**src/rtl/apurador_votos_if.sv**
```systemverilog
// Bus between the control unit and the vote tallier (apurador_votos).
// Handshake: voto_en, morra and mata_noite are single-cycle strobes that
// qualify their data in the same cycle. There is no ready/backpressure.
// The tallier samples each strobe on the rising edge where it is high.
// A vote it cannot take is dropped without any indication.
// votou is a level that stays high while a finished tally is on
// eliminado/eliminado_valido/acertou.
interface apurador_votos_if;
  logic       votacao;
  logic       voto_en;
  logic [2:0] voto_origem;
  logic [2:0] voto_alvo;
  logic       morra;
  logic       mata_noite;
  logic [2:0] alvo_noite;
  logic [2:0] lobo_id;
  logic [2:0] jogador_atual;
  logic       votou;
  logic       acertou;
  logic [2:0] eliminado;
  logic       eliminado_valido;
  logic       jogador_vivo;
  logic       sinal_lobo_ganhou;
  logic [4:0] vivos;
  logic [1:0] estado_dbg;

  // Control unit side
  modport master (
    output votacao, voto_en, voto_origem, voto_alvo, morra, mata_noite,
           alvo_noite, lobo_id, jogador_atual,
    input  votou, acertou, eliminado, eliminado_valido, jogador_vivo,
           sinal_lobo_ganhou, vivos, estado_dbg
  );

  // Tallier side
  modport slave (
    input  votacao, voto_en, voto_origem, voto_alvo, morra, mata_noite,
           alvo_noite, lobo_id, jogador_atual,
    output votou, acertou, eliminado, eliminado_valido, jogador_vivo,
           sinal_lobo_ganhou, vivos, estado_dbg
  );
endinterface

```
**src/rtl/apurador_votos.sv**
```systemverilog
// apurador_votos: collects one vote per living player during the day vote.
// It scans the five tallies for the most voted player and keeps the
// alive mask.
// Build option APURADOR_EMPATE_ANULA_EN: when it is defined, a tie at the
// maximum count cancels the result. When it is not defined, the lowest
// tied index is eliminated.
module apurador_votos (
  input  logic             clock,
  input  logic             reset,
  apurador_votos_if.slave  bus
);

  typedef enum logic [1:0] {
    OCIOSO = 2'd0,
    COLETA = 2'd1,
    APURA  = 2'd2,
    PRONTO = 2'd3
  } estado_t;

  estado_t    estado;
  logic [2:0] cnt [5];
  logic [4:0] votado;
  logic [2:0] total;
  logic [2:0] idx;
  logic [2:0] best_cnt;
  logic [2:0] best_idx;
  logic       empate;
  logic [2:0] elim_q;
  logic       valido_q;
  logic       acertou_q;
  logic [4:0] vivos_q;

  // Widened copies so that a 3-bit index can select any bit. Indices 5..7 read as 0.
  logic [7:0] vivos_ext;
  logic [7:0] votado_ext;
  logic [2:0] n_vivos;
  logic       aceita;
  logic       ultimo;

  function automatic logic [2:0] popcount5(input logic [4:0] v);
    logic [2:0] s;
    s = 3'd0;
    for (int i = 0; i < 5; i++) s = s + {2'b00, v[i]};
    return s;
  endfunction

  assign vivos_ext  = {3'b000, vivos_q};
  assign votado_ext = {3'b000, votado};
  assign n_vivos    = popcount5(vivos_q);

  // A vote counts only from a living player who has not voted yet, and only for a living player.
  assign aceita = bus.voto_en && (bus.voto_origem <= 3'd4) && (bus.voto_alvo <= 3'd4) &&
                  vivos_ext[bus.voto_origem] && vivos_ext[bus.voto_alvo] &&
                  !votado_ext[bus.voto_origem];
  assign ultimo = aceita && ((total + 3'd1) == n_vivos);

  logic [2:0] cnt_sel;
  logic [2:0] best_cnt_n;
  logic [2:0] best_idx_n;
  logic       empate_n;

  // One scan step: index 0 seeds the best value. A later index replaces it only on a strictly higher count.
  always_comb begin
    cnt_sel = 3'd0;
    for (int i = 0; i < 5; i++) begin
      if (idx == 3'(i)) cnt_sel = cnt[i];
    end
    best_cnt_n = best_cnt;
    best_idx_n = best_idx;
    empate_n   = empate;
    if (idx == 3'd0) begin
      best_cnt_n = cnt_sel;
      best_idx_n = 3'd0;
      empate_n   = 1'b0;
    end else if (cnt_sel > best_cnt) begin
      best_cnt_n = cnt_sel;
      best_idx_n = idx;
      empate_n   = 1'b0;
    end else if (cnt_sel == best_cnt) begin
      empate_n = 1'b1;
    end
  end

  // Control FSM: collect votes, scan tallies, hold the result until the next round opens.
  always_ff @(posedge clock) begin
    if (reset) begin
      estado    <= OCIOSO;
      for (int i = 0; i < 5; i++) cnt[i] <= 3'd0;
      votado    <= 5'd0;
      total     <= 3'd0;
      idx       <= 3'd0;
      best_cnt  <= 3'd0;
      best_idx  <= 3'd0;
      empate    <= 1'b0;
      elim_q    <= 3'd0;
      valido_q  <= 1'b0;
      acertou_q <= 1'b0;
    end else begin
      case (estado)
        OCIOSO: begin
          for (int i = 0; i < 5; i++) cnt[i] <= 3'd0;
          votado <= 5'd0;
          total  <= 3'd0;
          if (bus.votacao) begin
            estado    <= COLETA;
            elim_q    <= 3'd0;
            valido_q  <= 1'b0;
            acertou_q <= 1'b0;
          end
        end
        COLETA: begin
          if (!bus.votacao) begin
            estado <= OCIOSO;
          end else if (aceita) begin
            for (int i = 0; i < 5; i++) begin
              if (bus.voto_alvo == 3'(i)) cnt[i] <= cnt[i] + 3'd1;
              if (bus.voto_origem == 3'(i)) votado[i] <= 1'b1;
            end
            total <= total + 3'd1;
            if (ultimo) begin
              estado <= APURA;
              idx    <= 3'd0;
            end
          end
        end
        APURA: begin
          best_cnt <= best_cnt_n;
          best_idx <= best_idx_n;
          empate   <= empate_n;
          idx      <= idx + 3'd1;
          if (idx == 3'd4) begin
            estado <= PRONTO;
`ifdef APURADOR_EMPATE_ANULA_EN
            if (empate_n) begin
              elim_q    <= 3'd0;
              valido_q  <= 1'b0;
              acertou_q <= 1'b0;
            end else begin
              elim_q    <= best_idx_n;
              valido_q  <= 1'b1;
              acertou_q <= (best_idx_n == bus.lobo_id);
            end
`else
            elim_q    <= best_idx_n;
            valido_q  <= 1'b1;
            acertou_q <= (best_idx_n == bus.lobo_id);
`endif
          end
        end
        PRONTO: begin
          if (!bus.votacao) estado <= OCIOSO;
        end
        default: estado <= OCIOSO;
      endcase
    end
  end

  logic [4:0] clr_morra;
  logic [4:0] clr_noite;

  // Elimination requests. A night index above 4 matches no bit, so it is ignored.
  always_comb begin
    clr_morra = 5'd0;
    clr_noite = 5'd0;
    for (int i = 0; i < 5; i++) begin
      clr_morra[i] = bus.morra && valido_q && (elim_q == 3'(i));
      clr_noite[i] = bus.mata_noite && (bus.alvo_noite == 3'(i));
    end
  end

  // Alive mask: bits only ever clear. Only reset sets them again.
  always_ff @(posedge clock) begin
    if (reset) vivos_q <= 5'b11111;
    else       vivos_q <= vivos_q & ~(clr_morra | clr_noite);
  end

  assign bus.votou             = (estado == PRONTO);
  assign bus.acertou           = acertou_q;
  assign bus.eliminado         = elim_q;
  assign bus.eliminado_valido  = valido_q;
  assign bus.jogador_vivo      = vivos_ext[bus.jogador_atual];
  assign bus.sinal_lobo_ganhou = (n_vivos <= 3'd2) && vivos_ext[bus.lobo_id];
  assign bus.vivos             = vivos_q;
  assign bus.estado_dbg        = estado;

endmodule

```
**src/flat_wrapper.sv**
```systemverilog
// flat-port wrapper written by rule: the top's interface ports become plain ports
module apurador_votos_flat 
  (clock, reset, bus_votacao, bus_voto_en, bus_voto_origem, bus_voto_alvo, bus_morra, bus_mata_noite, bus_alvo_noite, bus_lobo_id, bus_jogador_atual, bus_votou, bus_acertou, bus_eliminado, bus_eliminado_valido, bus_jogador_vivo, bus_sinal_lobo_ganhou, bus_vivos, bus_estado_dbg);
  apurador_votos_if bus_i ();
  input  logic clock;
  input  logic reset;
  input wire logic [$bits(bus_i.votacao)-1:0] bus_votacao;
  input wire logic [$bits(bus_i.voto_en)-1:0] bus_voto_en;
  input wire logic [$bits(bus_i.voto_origem)-1:0] bus_voto_origem;
  input wire logic [$bits(bus_i.voto_alvo)-1:0] bus_voto_alvo;
  input wire logic [$bits(bus_i.morra)-1:0] bus_morra;
  input wire logic [$bits(bus_i.mata_noite)-1:0] bus_mata_noite;
  input wire logic [$bits(bus_i.alvo_noite)-1:0] bus_alvo_noite;
  input wire logic [$bits(bus_i.lobo_id)-1:0] bus_lobo_id;
  input wire logic [$bits(bus_i.jogador_atual)-1:0] bus_jogador_atual;
  output wire logic [$bits(bus_i.votou)-1:0] bus_votou;
  output wire logic [$bits(bus_i.acertou)-1:0] bus_acertou;
  output wire logic [$bits(bus_i.eliminado)-1:0] bus_eliminado;
  output wire logic [$bits(bus_i.eliminado_valido)-1:0] bus_eliminado_valido;
  output wire logic [$bits(bus_i.jogador_vivo)-1:0] bus_jogador_vivo;
  output wire logic [$bits(bus_i.sinal_lobo_ganhou)-1:0] bus_sinal_lobo_ganhou;
  output wire logic [$bits(bus_i.vivos)-1:0] bus_vivos;
  output wire logic [$bits(bus_i.estado_dbg)-1:0] bus_estado_dbg;
  assign bus_i.votacao = bus_votacao;
  assign bus_i.voto_en = bus_voto_en;
  assign bus_i.voto_origem = bus_voto_origem;
  assign bus_i.voto_alvo = bus_voto_alvo;
  assign bus_i.morra = bus_morra;
  assign bus_i.mata_noite = bus_mata_noite;
  assign bus_i.alvo_noite = bus_alvo_noite;
  assign bus_i.lobo_id = bus_lobo_id;
  assign bus_i.jogador_atual = bus_jogador_atual;
  assign bus_votou = bus_i.votou;
  assign bus_acertou = bus_i.acertou;
  assign bus_eliminado = bus_i.eliminado;
  assign bus_eliminado_valido = bus_i.eliminado_valido;
  assign bus_jogador_vivo = bus_i.jogador_vivo;
  assign bus_sinal_lobo_ganhou = bus_i.sinal_lobo_ganhou;
  assign bus_vivos = bus_i.vivos;
  assign bus_estado_dbg = bus_i.estado_dbg;
  apurador_votos u_core (.clock(clock), .reset(reset), .bus(bus_i));
endmodule
```
**config.mk**
```make
export PLATFORM = sky130hd
export DESIGN_NAME = apurador_votos_flat
export DESIGN_NICKNAME = d
export VERILOG_FILES = /design/src/rtl/apurador_votos_if.sv /design/src/rtl/apurador_votos.sv /design/src/flat_wrapper.sv
export SDC_FILE = /design/constraint.sdc
export NUM_CORES = 1
export LEC_CHECK = 0
export ABC_AREA = 1
export CAP_MARGIN = 5
export CORE_MARGIN = 4
export CORE_UTILIZATION = 40
export DETAILED_ROUTE_END_ITERATION = 10
export SETUP_SLACK_MARGIN = 0.1
export SLEW_MARGIN = 20
export SYNTH_ARGS = -nofsm -noshare
export SYNTH_HDL_FRONTEND = slang
export SYNTH_SLANG_ARGS = --single-unit
```
**constraint.sdc**
```tcl
create_clock -name clock -period 3.33 [get_ports clock]
set_input_delay 0.666 -clock clock [delete_from_list [all_inputs] [get_ports clock]]
set_output_delay 0.666 -clock clock [all_outputs]
set_load 0.05 [all_outputs]
```
# ---- Word-level counts from Yosys, hierarchy flattened
# Memories as Yosys holds them, arrays and structs flattened.
# Index checks and enable logic that the tools add are counted.
# W data, S select, Z words.
dict set report classes {
  reduce_logical 39
  bitwise 13
  order_cmp 8
  n_addsub 11
  n_eq_ne 38
  mux 94
}
# cell count
set op_table {}
lappend op_table {{$mux W3} 26}
lappend op_table {{$mux W1} 48}
lappend op_table {{$eq A3 B2 Y1 const B} 10}
lappend op_table {{$reduce_and A4 Y1} 6}
lappend op_table {{$add A3 B1 Y3 const B} 7}
lappend op_table {{$logic_and A1 B1 Y1} 18}
lappend op_table {{$pmux W3 S2} 3}
lappend op_table {{$lt A3 B4 Y1 const B} 4}
lappend op_table {{$ne A2 B1 Y1 const B} 8}
lappend op_table {{$bmux W1 S3} 5}
lappend op_table {{$eq A3 B1 Y1 const B} 5}
lappend op_table {{$eq A3 B3 Y1 const B} 5}
lappend op_table {{$logic_not A3 Y1} 5}
lappend op_table {{$mux W2} 6}
lappend op_table {{$mux W5} 2}
lappend op_table {{$or A1 B1 Y1} 10}
lappend op_table {{$pmux W5 S2} 1}
lappend op_table {{$add A3 B1 Y3} 3}
lappend op_table {{$pmux W2 S4} 1}
lappend op_table {{$reduce_bool A2 Y1} 4}
lappend op_table {{$eq A3 B3 Y1} 2}
lappend op_table {{$le A3 B3 Y1 const B} 2}
lappend op_table {{$ne A2 B2 Y1 const B} 3}
lappend op_table {{$ne A3 B2 Y1 const B} 2}
lappend op_table {{other kinds (14)} 17}
dict set report totals {
  in_bits 21
  n_memories 1
  output_inout_bits 15
  mem_bits_rw 15
  register_bits 29
  elab_cells 218
}
# memory depth word_bits rd rd_ports_with_merged_regs write_ports line_no
set mem_list {}
lappend mem_list {u_core.cnt 5 3 5 0 5 apurador_votos.sv:21} ;# logic [2:0] cnt [5];

# ---- Depth between registers and ports, before layout
# Gate-level depths: netlist of the first run.
dict set report depth {
  depth_word 12
  ltp_mapped 23
  mapped_depth_nobuf 23
}

# ---- Worst setup path before layout of the first run
# Ideal clock, no wire load.
dict set report synth_path {
  path_type {reg-to-output}
  from {reg u_core.vivos_q[0] (netlist: u_core.bus.vivos[0])}
  to {out bus_sinal_lobo_ganhou}
  stages_incl_launch_ff 10
  n_path_buf 0
  slack_ns -0.700
  t_arrival_ns 3.364
  path_cell_list {dfxtp_1 -> ha_1 -> inv_1 -> fa_1 -> inv_1 -> ha_1 -> inv_1 -> fa_1 -> o21ai_0 -> nor3_1}
}
dict set report synth_via {
  elab_chain_cells 6
  elab_cells_between_ends 8
  cone_classes {add/sub (4); order compare (1); mux (2); reduce/logical (1)}
}
# item line_no
set synth_rtl {}
lappend synth_rtl {{start: declaration} apurador_votos.sv:31} ;# logic [4:0] vivos_q;
lappend synth_rtl {{start signal: assignment} apurador_votos.sv:174} ;# else vivos_q <= vivos_q & ~(clr_morra | clr_noite);
lappend synth_rtl {{$add A1 B1 Y2} apurador_votos.sv:43} ;# for (int i = 0; i < 5; i++) s = s + {2'b00, v[i]};
lappend synth_rtl {{$add A3 B1 Y3 (3 in series)} apurador_votos.sv:43}
lappend synth_rtl {{$le A3 B2 Y1} apurador_votos.sv:182} ;# assign bus.sinal_lobo_ganhou = (n_vivos <= 3'd2) && vivos_ext[bus.lobo_id];
lappend synth_rtl {{$logic_and A1 B1 Y1 *} apurador_votos.sv:182}
lappend synth_rtl {{end: declaration} flat_wrapper.sv:21} ;# output wire logic [$bits(bus_i.sinal_lobo_ganhou)-1:0] bus_sinal_lobo_ganhou;
# Mark *: on every way between the ends. The rest lies on a longest branch, timed or not. The select of a mux whose other input is x is not followed.

# ---- Worst setup path after layout of the first run
# Same ends and word-level chain as after synthesis.

==> results of run 1 <==
==> cell usage in the layout, fill, tap and decap left out, types with 2 or more instances in the layout <==
| cell | count |
|---|---|
| o21ai_0 | 20 |
| nor2_2 | 17 |
| ha_1 | 15 |
| dfxtp_1 | 25 |
| nor2_1 | 26 |
| buf_12 | 2 |
| nand2_2 | 2 |
| inv_1 | 64 |
| xnor2_1 | 5 |
| clkdlybuf4s50_1 | 33 |
| nand4_1 | 4 |
| nand3_1 | 21 |
| inv_2 | 4 |
| o31ai_1 | 4 |
| o21ai_1 | 2 |
| fa_1 | 2 |
| dfxtp_2 | 2 |
| buf_4 | 6 |
| nand2_4 | 2 |
| xor2_1 | 3 |
| a21oi_1 | 35 |
| o211ai_1 | 2 |
| clkbuf_8 | 5 |
| a31oi_1 | 3 |
| nand2_1 | 84 |
| dfxtp_4 | 2 |
| clkbuf_1 | 2 |
| edfxtp_1 | 15 |
==> stage by stage <==
stage                     utilization, %  area [um^2]
after floorplan                        -         2795
after global placement             48.33         3266
after detailed placement           48.33         3266
after CTS                          50.11         3386
after global routing               50.26         3396
final                              50.26         3396
==> timing repair <==
action | CTS | global route
hold buffers | 0 | 0
setup buffers | 3 | 0
pin swaps | 3 | 3
setup endpoints to repair | 1 | 7
resized for setup | 4 | 4
endpoints found under the hold margin | 0 | 0
==> logic make-up (layout without fill, tap and decap cells) <==
family	count (synthesis)	after routing	synth area share, %
AO/OA/AOI/OAI	73	73	14.89
flip-flops	44	44	37.17
buffers and inverters	73	118	10.24
XOR/XNOR	8	8	2.526
AND/OR/NAND/NOR	164	164	26.52
adder cells (fa/ha/maj)	18	18	8.660
==> area by class of cell <==
type                            count  area, um^2
Clock inverter                      1       5.005
Sequential cell                    44        1041
Inverter                           69       261.5
Fill cell                         683        3361
Clock buffer                        7       76.32
Timing Repair Buffer               41       415.4
Multi-Input combinational cell    263        1496
Tap cell                           80       100.1
==> power by group through the flow <==
stage                     Clock (uW)  Combinational [uW]  Sequential, uW
after floorplan                    0                 123             608
after global routing             356                 255             588
final                            326                 228             585
after CTS                        335                 227             585
after global placement             0                 214             598
after detailed placement           0                 216             598
==> worst max-delay path, delay by kind of cell (launching register included) <==
kind                       cells  cell delay (ps)
AOI/OAI and AO/OA              1               70
adders and majority gates      4             1340
buffers and inverters          4              300
DFF                            1              360
and+or+nand+nor                1              230
==> sequential cells by signal (all words and copies together), names as in the netlist, named ones only <==
name and flops:
u_core.bus.eliminado_valido 1, u_core.idx 3, u_core.bus.eliminado 3, u_core.bus.estado_dbg 1
u_core.cnt 15, u_core.best_cnt 3, u_core.best_idx 3, u_core.bus.vivos 5
u_core.votado 5, u_core.bus.acertou 1, u_core.total 3
==> metal layers <==
layer	global-route usage, %	vias up	share of wire, %
li1	-	1312	-
met1	20.90	1134	47
met2	28.39	41	49
met3	3.480	5	3.5
met4	2.638	0	0.45
met5	0	-	0
==> worst paths after layout <==
check / slack [ps] / endpoint / startpoint
worst min-delay path: 460 / u_core.votado[3] / u_core.votado[3]
worst max-delay path: 70 / bus_sinal_lobo_ganhou / u_core.bus.vivos[0]
worst max register to register: 390 / u_core.bus.estado_dbg[0] / u_core.bus.vivos[0]
worst min register to register: 460 / u_core.votado[3] / u_core.votado[3]
==> results.py, run 1 <==
metrics = {
    "floorplanning": {
        "initial_core_util_pct": 41.06,
        "rows": 30,
        "ioPinCount": 36,
        "core_area_mm2": 0.006756,
        "die_h_um": 91.28,
        "fp.dieW_um": 91.28,
        "dieArea_mm2": 0.008331,
    },
    "routing": {
        "dr.pass1.iters": 7,
        "routed_wl_mm": 6.459,
        "drc": 0,
        "drt_iter0_drc": 120,
        "vias": 2492,
        "final_antenna_net_count": 0,
        "vias_per_cell": 4.935,
        "wl_per_cell_um": 12.79,
    },
    "timing": {
        "worstMarginPinSlew_ps": 580.9,
        "hold_ws_ps": 461.4,
        "setup-tns-final_ps": 0,
        "drv_slew": 0,
        "setup_ws_ps": 65.60,
        "fmax_mhz": 306.3,
        "relSlewSlack_pct": 60.86,
        "grt_setup_unrepaired": "true",
        "setup_violations": 0,
        "fin_crit_sh_pct": 98.03,
        "hold_viol": 0,
        "clock_skew_ps": 6.360,
        "period_needed_ps": 3264,
    },
    "setup_path": {
        "crit_path_start_kind": "flop",
        "worst_setup_path_end_kind": "primary output",
        "cp.arrival_ps": 2600,
        "crit_type": "reg2out",
        "required_ps": 2660,
        "crit_path_top_delay_cell": "fa_1",
        "cp_cell_sequence": "ha_4 > inv_2 > fa_1 > inv_1 > ha_1 > inv_1 > fa_1 > o21ai_2 > nor3_4 > buf_12",
        "crit_fanout": 2,
        "slowest_delay_ps": 510,
        "rr_worst_depth": 15,
    },
    "status": {
        "status": "completed",
    },
    "synth": {
        "ys_ff_latch": 44,
        "synth_top_cell_area_share_pct": 20.93,
        "synthTopCellsByCount": "nand2_1, inv_1, a21oi_1",
        "syn-mean-instance-area_um2": 7.300,
        "synthDistinctLibCells": 37,
        "yosysTopAreaCell": "dfxtp_1",
        "synth_area_leaders": "dfxtp_1, edfxtp_1, nand2_1",
        "syn-num-nets": 419,
        "synth_edf_count": 15,
        "syn_area_mm2": 0.002774,
        "synth_cells": 380,
        "synth_warnings": 0,
        "ys_seq_area_share_pct": 37.17,
        "async_flop_share_pct": 0,
        "synth_most_common_cell": "nand2_1",
        "ys.flop_type": "dfxtp_1",
    },
    "run": {
        "max-cap-violations": 0,
    },
    "power_and_ir_drop": {
        "internal_power_uw": 809.5,
        "comb_power_share_pct": 20.0,
        "pwr-share-seq_pct": 51.4,
        "swShare_pct": 28.94,
        "leakage_uw": 0.001529,
        "switching_power_uw": 329.6,
        "ir_drop_mv": 0.2756,
        "p_per_area_mw_per_mm2": 335.5,
        "clkPwrFrac_pct": 28.6,
        "power_uw": 1139,
    },
    "clock_network": {
        "cts.clk_slew.worst_paths_ps": 80,
        "ctsLongestPathBuffers": 2,
        "cts.sinks": 44,
        "cts_buffers": 5,
        "clk-insertion-delay-late_ps": 300,
        "ctsRootBufferMaster": "clkbuf_8",
        "cts_tree": "done",
        "cts-htree-levels": 2,
    },
    "grt": {
        "grt_use_total_pct": 16.25,
        "grt_max_degree": 17,
        "grt_pass1_vias": 2405,
        "antenna_found_initial": 0,
        "grt_pass1_wl_mm": 11.11,
        "grt_overflow": 0,
    },
    "layout": {
        "fin_cells": 505,
        "nets": 463,
        "num_antenna_cells": 0,
        "drive_gt1_share_pct": 12.47,
        "syn_to_final_growth_pct": 22.42,
    },
    "placement": {
        "io_buffers": 35,
        "dp_slack_ps": 228.5,
        "post-dp-hpwl_mm": 5.195,
        "place.gp.congestion": 0.7849,
        "placed_cells": 494,
    },
    "hold_path": {
        "hp-class": "reg2reg",
        "min_delay_path_depth": 2,
    },
}
Note: power is estimated with default switching activity, not from simulation.
==> run 2, diff against run 1 <==
SKIP_LAST_GASP = 1   (was not set)
==> results of run 2 <==
No change in the layout: final DEF, timing and power equal those of run 1.
==> run 3, diff against run 2 <==
CELL_PAD_IN_SITES_DETAIL_PLACEMENT = 1   (was not set)
CELL_PAD_IN_SITES_GLOBAL_PLACEMENT = 2   (was not set)
CORE_UTILIZATION = 31   (was 40)
PLACE_DENSITY_LB_ADDON = 0.1   (was not set)
==> run 3 against run 2 <==
Via count up 0.40%. Non-clock buffer count down 1. Clock power up 34%. Worst hold slack better by 3.3 ps. Flip-flop and latch count unchanged. First-iteration DRC count down 21%. Global-route usage down 0.48 points. Sequential power about the same. Count of clock-buffer cells in the layout down 2. Clock skew up 2.1 ps. Die area up 26%. Cell count up 5.3%. Critical endpoint unchanged. Largest power group unchanged.
==> results.py, run 3 (same netlist as run 1, synthesis figures left out) <==
metrics = {
    "grt": {
        "grt_pass1_vias": 2648,
        "grt_max_degree": 17,
        "grt_pass1_wl_mm": 13.03,
        "antenna_found_initial": 0,
        "grt_use_total_pct": 15.77,
        "grt_overflow": 0,
    },
    "layout": {
        "num_antenna_cells": 0,
        "largest_register": "u_core.cnt",
        "syn_to_final_growth_pct": 24.18,
        "utilization_pct": 39.50,
        "drive_gt1_share_pct": 12.26,
        "largest_reg_flops": 15,
        "fill_cells": 1078,
        "ff_latch_area_mm2": 0.001041,
        "layout_common_cells": "nand2_1, inv_1, a21oi_1, clkdlybuf4s50_1, nor2_1",
        "mostFrequentLayoutCell": "nand2_1",
        "fin_cells": 532,
        "multiInputGateArea_mm2": 0.001484,
        "nets": 462,
    },
    "floorplanning": {
        "rows": 34,
        "fp.dieW_um": 102.6,
        "initial_core_util_pct": 31.81,
        "die_h_um": 102.6,
        "ioPinCount": 36,
        "core_area_mm2": 0.008721,
        "dieArea_mm2": 0.01053,
    },
    "timing": {
        "worstMarginPinSlew_ps": 617.1,
        "fmax_mhz": 301.9,
        "drv_slew": 0,
        "fin_crit_sh_pct": 99.47,
        "period_needed_ps": 3312,
        "grt_setup_unrepaired": "true",
        "hold_viol": 0,
        "setup_violations": 0,
        "clock_skew_ps": 8.495,
        "relSlewSlack_pct": 58.66,
        "setup-tns-final_ps": 0,
    },
    "placement": {
        "placed_cells": 523,
        "place.gp.congestion": 0.7760,
        "post-dp-hpwl_mm": 6.129,
        "io_buffers": 35,
    },
    "power_and_ir_drop": {
        "p_per_area_mw_per_mm2": 362.3,
        "power_uw": 1248,
        "ir_drop_mv": 0.1473,
        "leakage_uw": 0.001536,
    },
    "clock_network": {
        "postCtsHoldBufs": 0,
        "cts-htree-levels": 2,
        "ctsLongestPathBuffers": 2,
        "ctsRootBufferMaster": "clkbuf_8",
        "cts.clk_slew.worst_paths_ps": 100,
        "clk-insertion-delay-late_ps": 300,
        "cts_buffers": 5,
        "cts_tree": "done",
        "cts.sinks": 44,
    },
    "setup_path": {
        "worst_setup_path_end_kind": "primary output",
        "regToRegSetupSlack_ps": 390,
        "crit_path_start_kind": "flop",
        "crit_type": "reg2out",
        "rr_worst_depth": 14,
        "required_ps": 2660,
        "cp.arrival_ps": 2650,
        "crit_fanout": 2,
        "reg2reg_from": "u_core.bus.vivos[0]",
        "rr_endpoint": "u_core.bus.estado_dbg[0]",
    },
    "hold_path": {
        "min_to": "u_core.votado[3]",
        "min_delay_path_depth": 2,
        "hp-class": "reg2reg",
        "hp-start": "u_core.votado[3]",
    },
    "run": {
        "max-cap-violations": 0,
    },
    "routing": {
        "routed_wl_mm": 7.666,
        "drt_iter0_drc": 95,
        "drc": 0,
        "vias_per_cell": 4.703,
        "dr.pass1.iters": 4,
        "final_antenna_net_count": 0,
        "vias": 2502,
        "wl_per_cell_um": 14.41,
    },
    "status": {
        "status": "completed",
    },
}
==> run 3: cell types whose count changed in the layout (fill, tap and decap cells not counted), sizes merged <==
| cell | change |
|---|---|
| buf | -1 |
| inv | +1 |
| bufinv | +1 |
| clkbuf | -2 |
| clkinv | -1 |
| clkinvlp | +1 |
==> run 3: worst max-delay path by stage <==
stage / from / to / slack [ps] / cells after the start
finish: u_core.bus.vivos[0] / bus_sinal_lobo_ganhou / 20 / 10
global route: u_core.bus.vivos[0] / bus_sinal_lobo_ganhou / -110 / 10
CTS: u_core.bus.vivos[0] / bus_sinal_lobo_ganhou / -20 / 10
detailed placement: u_core.bus.vivos[0] / bus_sinal_lobo_ganhou / 220 / 10
global placement: u_core.bus.vivos[0] / bus_sinal_lobo_ganhou / 270 / 10
floorplan: u_core.bus.vivos[0] / bus_sinal_lobo_ganhou / 160 / 9
==> run 3: layout make-up <==
| cell class | instances | area share (%) |
|---|---|---|
| Multi-Input combinational cell | 263 | 43.08 |
| Sequential cell | 44 | 30.22 |
| Timing Repair Buffer | 40 | 11.84 |
| Inverter | 69 | 7.592 |
| Tap cell | 108 | 3.923 |
| Clock buffer | 5 | 1.998 |
| Clock inverter | 3 | 1.344 |
==> run 3: routing by layer <==
| metal | up-vias | track usage (%) | wire length (um) |
|---|---|---|---|
| li1 | 1304 | - | - |
| met1 | 1168 | 19.59 | 3491 |
| met2 | 22 | 28.10 | 3898 |
| met3 | 8 | 2.706 | 181 |
| met4 | 0 | 4.238 | 94 |
| met5 | - | 0 | 0 |
==> run 3: where the power goes <==
part / internal, uW / total (uW) / leakage, uW / switching, uW
Clock: 226 / 436 / 0.0000548 / 209
Sequential: 569 / 586 / 0.000407 / 16.4
Combinational: 88.6 / 227 / 0.00107 / 138
Total: 884 / 1250 / 0.00154 / 364
==> run 3: per-stage QoR <==
stage / setup slack (ps) / hold slack [ps] / instance area (um^2)
after global placement: 270.6 / 445.9 / 3308
after floorplan: 158.9 / 435.4 / 2795
final: 17.60 / 464.7 / 3445
after detailed placement: 219.9 / 457.3 / 3308
after global routing: -113.4 / 498.0 / 3445
after CTS: -16.11 / 472.2 / 3435
==> run 3: timing repair <==
action | CTS | global route
setup endpoints to repair | 1 | 6
hold endpoints to repair | 0 | 0
cloned | 0 | 0
setup buffers | 1 | 0
gates resized for setup | 2 | 5
pin swaps | 1 | 0
==> run 3: critical path, stage by stage, from the launching register on <==
cell	delay, ps
dfxtp_4	360
ha_1	280
inv_1	70
fa_1	400
inv_1	70
ha_1	130
inv_1	50
fa_1	530
o21ai_2	80
nor3_4	220
buf_12	160
